File: config.mk
export PLATFORM = sky130hd
export DESIGN_NAME = cache_ctrl
export DESIGN_NICKNAME = d
export VERILOG_FILES = /design/src/rtl/cache_ctrl.sv
export SDC_FILE = /design/constraint.sdc
export NUM_CORES = 1
export LEC_CHECK = 0
export CORE_ASPECT_RATIO = 0.7
export CORE_MARGIN = 2
export CORE_UTILIZATION = 45
export CTS_BUF_LIST = sky130_fd_sc_hd__clkbuf_4
export DETAILED_ROUTE_END_ITERATION = 12
export PLACE_DENSITY = 0.89
export SLEW_MARGIN = 10
export SYNTH_ARGS = -nofsm -noshare
export SYNTH_HDL_FRONTEND = slang
export SYNTH_SLANG_ARGS = --single-unit
File: constraint.sdc
create_clock -name clk -period 2.5 [get_ports clk]
set_input_delay 0.25 -clock clk [delete_from_list [all_inputs] [get_ports clk]]
set_output_delay 0.25 -clock clk [all_outputs]
set_load 0.01 [all_outputs]
File: src/rtl/cache_ctrl.sv
// cache_ctrl: sequencing controller for the cachek cache array.
// Handles single-word CPU read/write requests with compare accesses.
// A miss writes back a dirty victim line word by word, refills the
// line from memory and retries the compare. It also runs the array flush.
//
// Ports:
//   clk, rst                    clock, asynchronous active-high reset
//   cpu_req/wr/addr/wdata       CPU request (sampled in IDLE only)
//   cpu_rdata, cpu_ready        read data and one-cycle completion pulse
//   flush_req, flush_done       flush request and one-cycle completion pulse
//   mem_req/wr/addr/wdata       memory request, held until mem_ack
//   mem_rdata, mem_ack          memory read data, single-cycle acknowledge
//   c_*  (out)                  cachek access controls, address and write data
//   c_*  (in)                   cachek hit/dirty/valid/ack, victim tag, read data
//
// Optional feature: define CACHE_CTRL_STATS_EN to add the saturating
// 16-bit hit_cnt / miss_cnt outputs.
module cache_ctrl #(
    parameter int TAG_W  = 5,
    parameter int IDX_W  = 4,
    parameter int WRD_W  = 2,
    parameter int DATA_W = 16,
    localparam int A_W   = TAG_W + IDX_W + WRD_W
) (
    input  logic              clk,
    input  logic              rst,
    input  logic              cpu_req,
    input  logic              cpu_wr,
    input  logic [A_W-1:0]    cpu_addr,
    input  logic [DATA_W-1:0] cpu_wdata,
    output logic [DATA_W-1:0] cpu_rdata,
    output logic              cpu_ready,
    input  logic              flush_req,
    output logic              flush_done,
    output logic              mem_req,
    output logic              mem_wr,
    output logic [A_W-1:0]    mem_addr,
    output logic [DATA_W-1:0] mem_wdata,
    input  logic [DATA_W-1:0] mem_rdata,
    input  logic              mem_ack,
    output logic              c_enable,
    output logic              c_cmp,
    output logic              c_write,
    output logic              c_valid_in,
    output logic              c_rst,
    output logic [IDX_W-1:0]  c_index,
    output logic [WRD_W-1:0]  c_word,
    output logic [TAG_W-1:0]  c_tag,
    output logic [DATA_W-1:0] c_data_in,
    input  logic              c_hit,
    input  logic              c_dirty,
    input  logic              c_valid,
    input  logic              c_ack,
    input  logic [TAG_W-1:0]  c_tag_out,
    input  logic [DATA_W-1:0] c_data_out
`ifdef CACHE_CTRL_STATS_EN
    ,
    output logic [15:0]       hit_cnt,
    output logic [15:0]       miss_cnt
`endif
);

    typedef enum logic [2:0] {
        S_IDLE, S_COMPARE, S_WB_READ, S_WB_MEM,
        S_FILL_MEM, S_FILL_WR, S_DONE, S_FLUSH
    } state_t;

    localparam logic [WRD_W-1:0] K_LAST = '1;

    state_t              r_state, w_next;
    logic [WRD_W-1:0]    r_k;
    logic                r_wr;
    logic [TAG_W-1:0]    r_tag;
    logic [IDX_W-1:0]    r_idx;
    logic [WRD_W-1:0]    r_word;
    logic [DATA_W-1:0]   r_wdata;
    logic [TAG_W-1:0]    r_victim;
    // One buffer serves both the write-back word (WB_READ->WB_MEM) and
    // the fill word (FILL_MEM->FILL_WR); the two uses never overlap.
    logic [DATA_W-1:0]   r_buf;
    logic [DATA_W-1:0]   r_rdata;
    logic                r_flush;  // DONE reports a flush, not a CPU op
    logic                r_retry;  // COMPARE is the post-fill retry
    logic [WRD_W-1:0]    w_k_inc;

    assign w_k_inc   = (r_k == K_LAST) ? '0 : r_k + 1'b1;
    assign cpu_rdata = r_rdata;

    // Outputs decode from state only, so they fall with the async reset.
    always_comb begin
        w_next     = r_state;
        cpu_ready  = 1'b0;
        flush_done = 1'b0;
        mem_req    = 1'b0;
        mem_wr     = 1'b0;
        mem_addr   = '0;
        mem_wdata  = '0;
        c_enable   = 1'b0;
        c_cmp      = 1'b0;
        c_write    = 1'b0;
        c_valid_in = 1'b0;
        c_rst      = 1'b0;
        c_index    = '0;
        c_word     = '0;
        c_tag      = '0;
        c_data_in  = '0;
        unique case (r_state)
            S_IDLE: begin
                if (flush_req)    w_next = S_FLUSH;
                else if (cpu_req) w_next = S_COMPARE;
            end
            S_COMPARE: begin
                c_enable  = 1'b1;
                c_cmp     = 1'b1;
                c_write   = r_wr;
                c_tag     = r_tag;
                c_index   = r_idx;
                c_word    = r_word;
                c_data_in = r_wdata;
                if (c_hit)                  w_next = S_DONE;
                else if (c_valid && c_dirty) w_next = S_WB_READ;
                else                        w_next = S_FILL_MEM;
            end
            S_WB_READ: begin
                c_enable = 1'b1;
                c_index  = r_idx;
                c_word   = r_k;
                w_next   = S_WB_MEM;
            end
            S_WB_MEM: begin
                mem_req   = 1'b1;
                mem_wr    = 1'b1;
                mem_addr  = {r_victim, r_idx, r_k};
                mem_wdata = r_buf;
                if (mem_ack) w_next = (r_k == K_LAST) ? S_FILL_MEM : S_WB_READ;
            end
            S_FILL_MEM: begin
                mem_req  = 1'b1;
                mem_addr = {r_tag, r_idx, r_k};
                if (mem_ack) w_next = S_FILL_WR;
            end
            S_FILL_WR: begin
                c_enable   = 1'b1;
                c_write    = 1'b1;
                c_valid_in = 1'b1;
                c_tag      = r_tag;
                c_index    = r_idx;
                c_word     = r_k;
                c_data_in  = r_buf;
                w_next     = (r_k == K_LAST) ? S_COMPARE : S_FILL_MEM;
            end
            S_DONE: begin
                cpu_ready  = ~r_flush;
                flush_done = r_flush;
                w_next     = S_IDLE;
            end
            S_FLUSH: begin
                c_enable = 1'b1;
                c_rst    = 1'b1;
                if (c_ack) w_next = S_DONE;
            end
            default: w_next = S_IDLE;
        endcase
    end

    always_ff @(posedge clk or posedge rst) begin
        if (rst) begin
            r_state  <= S_IDLE;
            r_k      <= '0;
            r_wr     <= 1'b0;
            r_tag    <= '0;
            r_idx    <= '0;
            r_word   <= '0;
            r_wdata  <= '0;
            r_victim <= '0;
            r_buf    <= '0;
            r_rdata  <= '0;
            r_flush  <= 1'b0;
            r_retry  <= 1'b0;
        end else begin
            r_state <= w_next;
            unique case (r_state)
                S_IDLE: begin
                    if (flush_req) begin
                        r_flush <= 1'b1;
                    end else if (cpu_req) begin
                        r_flush <= 1'b0;
                        r_retry <= 1'b0;
                        r_wr    <= cpu_wr;
                        {r_tag, r_idx, r_word} <= cpu_addr;
                        r_wdata <= cpu_wdata;
                    end
                end
                S_COMPARE: begin
                    if (c_hit) begin
                        r_rdata <= c_data_out;
                    end else begin
                        r_k <= '0;
                        if (c_valid && c_dirty) r_victim <= c_tag_out;
                    end
                end
                S_WB_READ:  r_buf <= c_data_out;
                S_WB_MEM:   if (mem_ack) r_k <= w_k_inc;
                S_FILL_MEM: if (mem_ack) r_buf <= mem_rdata;
                S_FILL_WR: begin
                    r_k <= w_k_inc;
                    if (r_k == K_LAST) r_retry <= 1'b1;
                end
                default: ;
            endcase
        end
    end

`ifdef CACHE_CTRL_STATS_EN
    logic [15:0] r_hit_cnt, r_miss_cnt;
    assign hit_cnt  = r_hit_cnt;
    assign miss_cnt = r_miss_cnt;

    always_ff @(posedge clk or posedge rst) begin
        if (rst) begin
            r_hit_cnt  <= '0;
            r_miss_cnt <= '0;
        end else if (r_state == S_IDLE && flush_req) begin
            r_hit_cnt  <= '0;
            r_miss_cnt <= '0;
        end else if (r_state == S_COMPARE && !r_retry) begin
            if (c_hit) begin
                if (r_hit_cnt != '1) r_hit_cnt <= r_hit_cnt + 16'd1;
            end else begin
                if (r_miss_cnt != '1) r_miss_cnt <= r_miss_cnt + 16'd1;
            end
        end
    end
`endif

endmodule

==> impl_metrics.py <==
metrics = {
    "run_status": {
        "run_status": "finished with violations",
        "violations": "DRC",
    },
    "placement": {
        "place_ws_ns": 0.524,
        "portBuffers": 152,
        "placedCellCount": 573,
        "place_hpwl_mm": 7.91,
        "gp_congestion": 0.924,
    },
    "timing": {
        "clock.fmax_mhz": 425,
        "rsz0062_at_grt": "no",
        "slew_headroom": 0.694,
        "fin_setup_tns_ns": 0,
        "setup_viol": 0,
        "tightest_slew_ns": 0.459,
        "finalCritPeriodShare": 0.942,
        "fin_worst_skew_ns": 0.0156,
        "fin_crit_ns": 2.35,
        "hold_viol_final": 0,
        "setup_slack_ns": 0.145,
        "slew_violations": 0,
    },
    "global_route": {
        "grtUsageTotal": 0.245,
        "grt_pass1_wl_mm": 17.0,
        "grt.busiest_layer": "met2",
        "grt_util_met3": 0.0974,
        "grt_pass1_vias": 3289,
        "grt-ovfl-total": 0,
        "use_met2": 0.393,
        "grt_antenna_before_repair": 0,
        "gr-usage-met1": 0.313,
        "grt_max_degree": 33,
    },
    "power": {
        "peakVddDrop_mv": 0.622,
        "total_power_mw": 6.71,
        "p_leak_nw": 2.42,
        "power_density_mw_per_mm2": 1210,
    },
    "worst_setup_path": {
        "cp.arrival_ns": 2.10,
        "r2r-end": "r_state[1]",
        "path_max_fanout": 7,
        "r2r-start": "r_state[2]",
        "critPathKind": "register to primary output",
        "cp-start-kind": "register",
        "cp.required_ns": 2.25,
        "cp-end-kind": "primary output",
        "reg2reg_slack_ns": 0.67,
        "reg2regPathDepth": 5,
    },
    "synthesis": {
        "async_flop_share": 1.00,
        "ys_ff_latch": 71,
        "ys_top_cells_by_area": "dfrtp_1 (48%), mux2_2 (9.3%), mux2i_1 (9.1%)",
        "netlist.area_leader.share": 0.475,
        "synthTopCellsByCount": "dfrtp_1 (71), nor2_1 (42), mux2i_1 (34)",
        "yosysSeqAreaShare": 0.475,
        "ys_types": 38,
        "synth-edff-count": 0,
        "synth_area_mm2": 0.00374,
        "synthFlopType": "dfrtp_1",
        "synthCells": 327,
        "synth_fp_nets": 402,
        "synth_area_leader_cell": "dfrtp_1",
        "synth.avg_cell_area_um2": 11.4,
        "yosys.cell_count.top_type": "dfrtp_1",
        "yosys_warnings": 0,
    },
    "clocking": {
        "cts_setup_buffers": 0,
        "worstSkewPairLatency_ns": 0.43,
        "cts_root_buf": "clkbuf_4",
        "postCtsHoldBufs": 0,
        "clkTransAtPathRegs_ns": 0.13,
        "cts.htree.levels": 3,
        "cts.sinks": 71,
        "cts_made_buffers": 9,
        "clock_path_buffers": 2,
        "cts_tree": "yes",
    },
    "detailed_routing": {
        "antenna_left": 0,
        "via_per_inst": 5.23,
        "wirelength_mm": 10.6,
        "wl_per_cell_um": 18.0,
        "drt_iter0_drc": 140,
        "drc": 10,
        "via_count": 3081,
        "first_pass_iters": 8,
    },
    "floorplan": {
        "num_io_pins": 153,
        "die_x_um": 113,
        "row_count": 27,
        "fp.dieArea_mm2": 0.00906,
        "start_util": 0.469,
        "die_y_um": 80.3,
        "core_area_mm2": 0.00797,
    },
    "final_layout": {
        "fin_cells": 589,
        "fin_nets": 558,
        "fin_util": 0.697,
        "area_growth_pct": 48.7,
        "drive_gt1_frac": 0.191,
        "diodes": 0,
    },
    "run": {
        "cap_violations": 0,
    },
    "min_path": {
        "hold_class": "primary input to async pin",
    },
}
==> cell families (layout without fill, tap and decap cells) <==
logic type,count (synthesis),after routing,share of synthesized area
simple gates,98,98,0.140
buf+inv,28,189,0.0432
fa+ha+maj,1,1,0.00335
xor+xnor,2,2,0.00469
flops,71,71,0.475
mux,85,85,0.265
compound gates,42,42,0.0686
==> placed cells by master, fill, tap and decap left out, types with 4 or more instances in the layout <==
cell / n
clkdlybuf4s50_1: 152
mux2_4: 20
inv_1: 4
a31oi_1: 4
mux2_2: 31
nor2_1: 41
o21ai_0: 5
nor2b_1: 5
a21oi_1: 19
buf_4: 15
nand2_1: 6
dfrtp_1: 69
clkbuf_4: 9
mux2i_1: 34
and2_1: 27
a22o_1: 6
==> worst max-delay path, stage by stage, from the launching register on <==
cell	delay, ns
dfrtp_1	0.47
nor2b_2	0.35
nor2_1	0.17
nor2b_1	0.14
clkdlybuf4s50_1	0.56
==> metrics by stage <==
| step | area (µm²) | hold slack (ns) |
|---|---|---|
| 2_1_floorplan | 3740 | 0.390 |
| 3_3_place_gp | 5390 | 0.489 |
| 3_5_place_dp | 5390 | 0.495 |
| 4_1_cts | 5550 | 0.111 |
| 5_1_grt | 5560 | 0.137 |
| 6_report | 5560 | 0.139 |
==> registers in the layout, indices dropped and copies added (netlist names), 2 cells and up <==
register and flops:
r_idx 4, r_buf 16, r_k 2, r_tag 5, r_word 2, r_victim 5, r_state 3, cpu_rdata 16
r_wdata 16
==> where the power goes <==
part	internal, mW	switching (mW)	total, mW
Clock	0.407	0.425	0.832
Sequential	1.72	0.423	2.14
Combinational	2.10	1.63	3.73
==> layout make-up <==
class	instances	area, µm²
timing repair buffer	168	1650
clock inverter	7	95.1
sequential	71	1780
fill	616	2410
multi-input combinational	228	1820
clock buffer	9	67.6
tap	101	126
inverter	5	18.8
==> worst max-delay path by stage <==
| stage | startpoint | slack (ns) | end | cells past startpoint |
|---|---|---|---|---|
| floorplan | rst | 0.45 | cpu_rdata[0] | 1 |
| global placement | flush_req | 0.62 | r_state[1] | 5 |
| detailed placement | r_state[1] | 0.52 | c_index[3] | 5 |
| CTS | r_state[2] | 0.009 | c_index[3] | 5 |
| global route | r_state[0] | 0.02 | c_index[2] | 4 |
| finish | r_state[0] | 0.15 | c_index[3] | 4 |
==> routing by layer <==
metal / wire, µm / up-vias / part of all wire
met5: 0 / - / 0
met4: 73 / 0 / 0.0069
met3: 1030 / 9 / 0.097
met2: 4920 / 133 / 0.46
met1: 4580 / 1484 / 0.43
li1: - / 1455 / -
==> what timing repair did <==
action / CTS / global route
endpoints found under the hold margin: 0 / 0
gates resized for setup: 1 / 3
setup endpoints to repair: 1 / 10
Note: power is estimated with default switching activity, not from simulation.
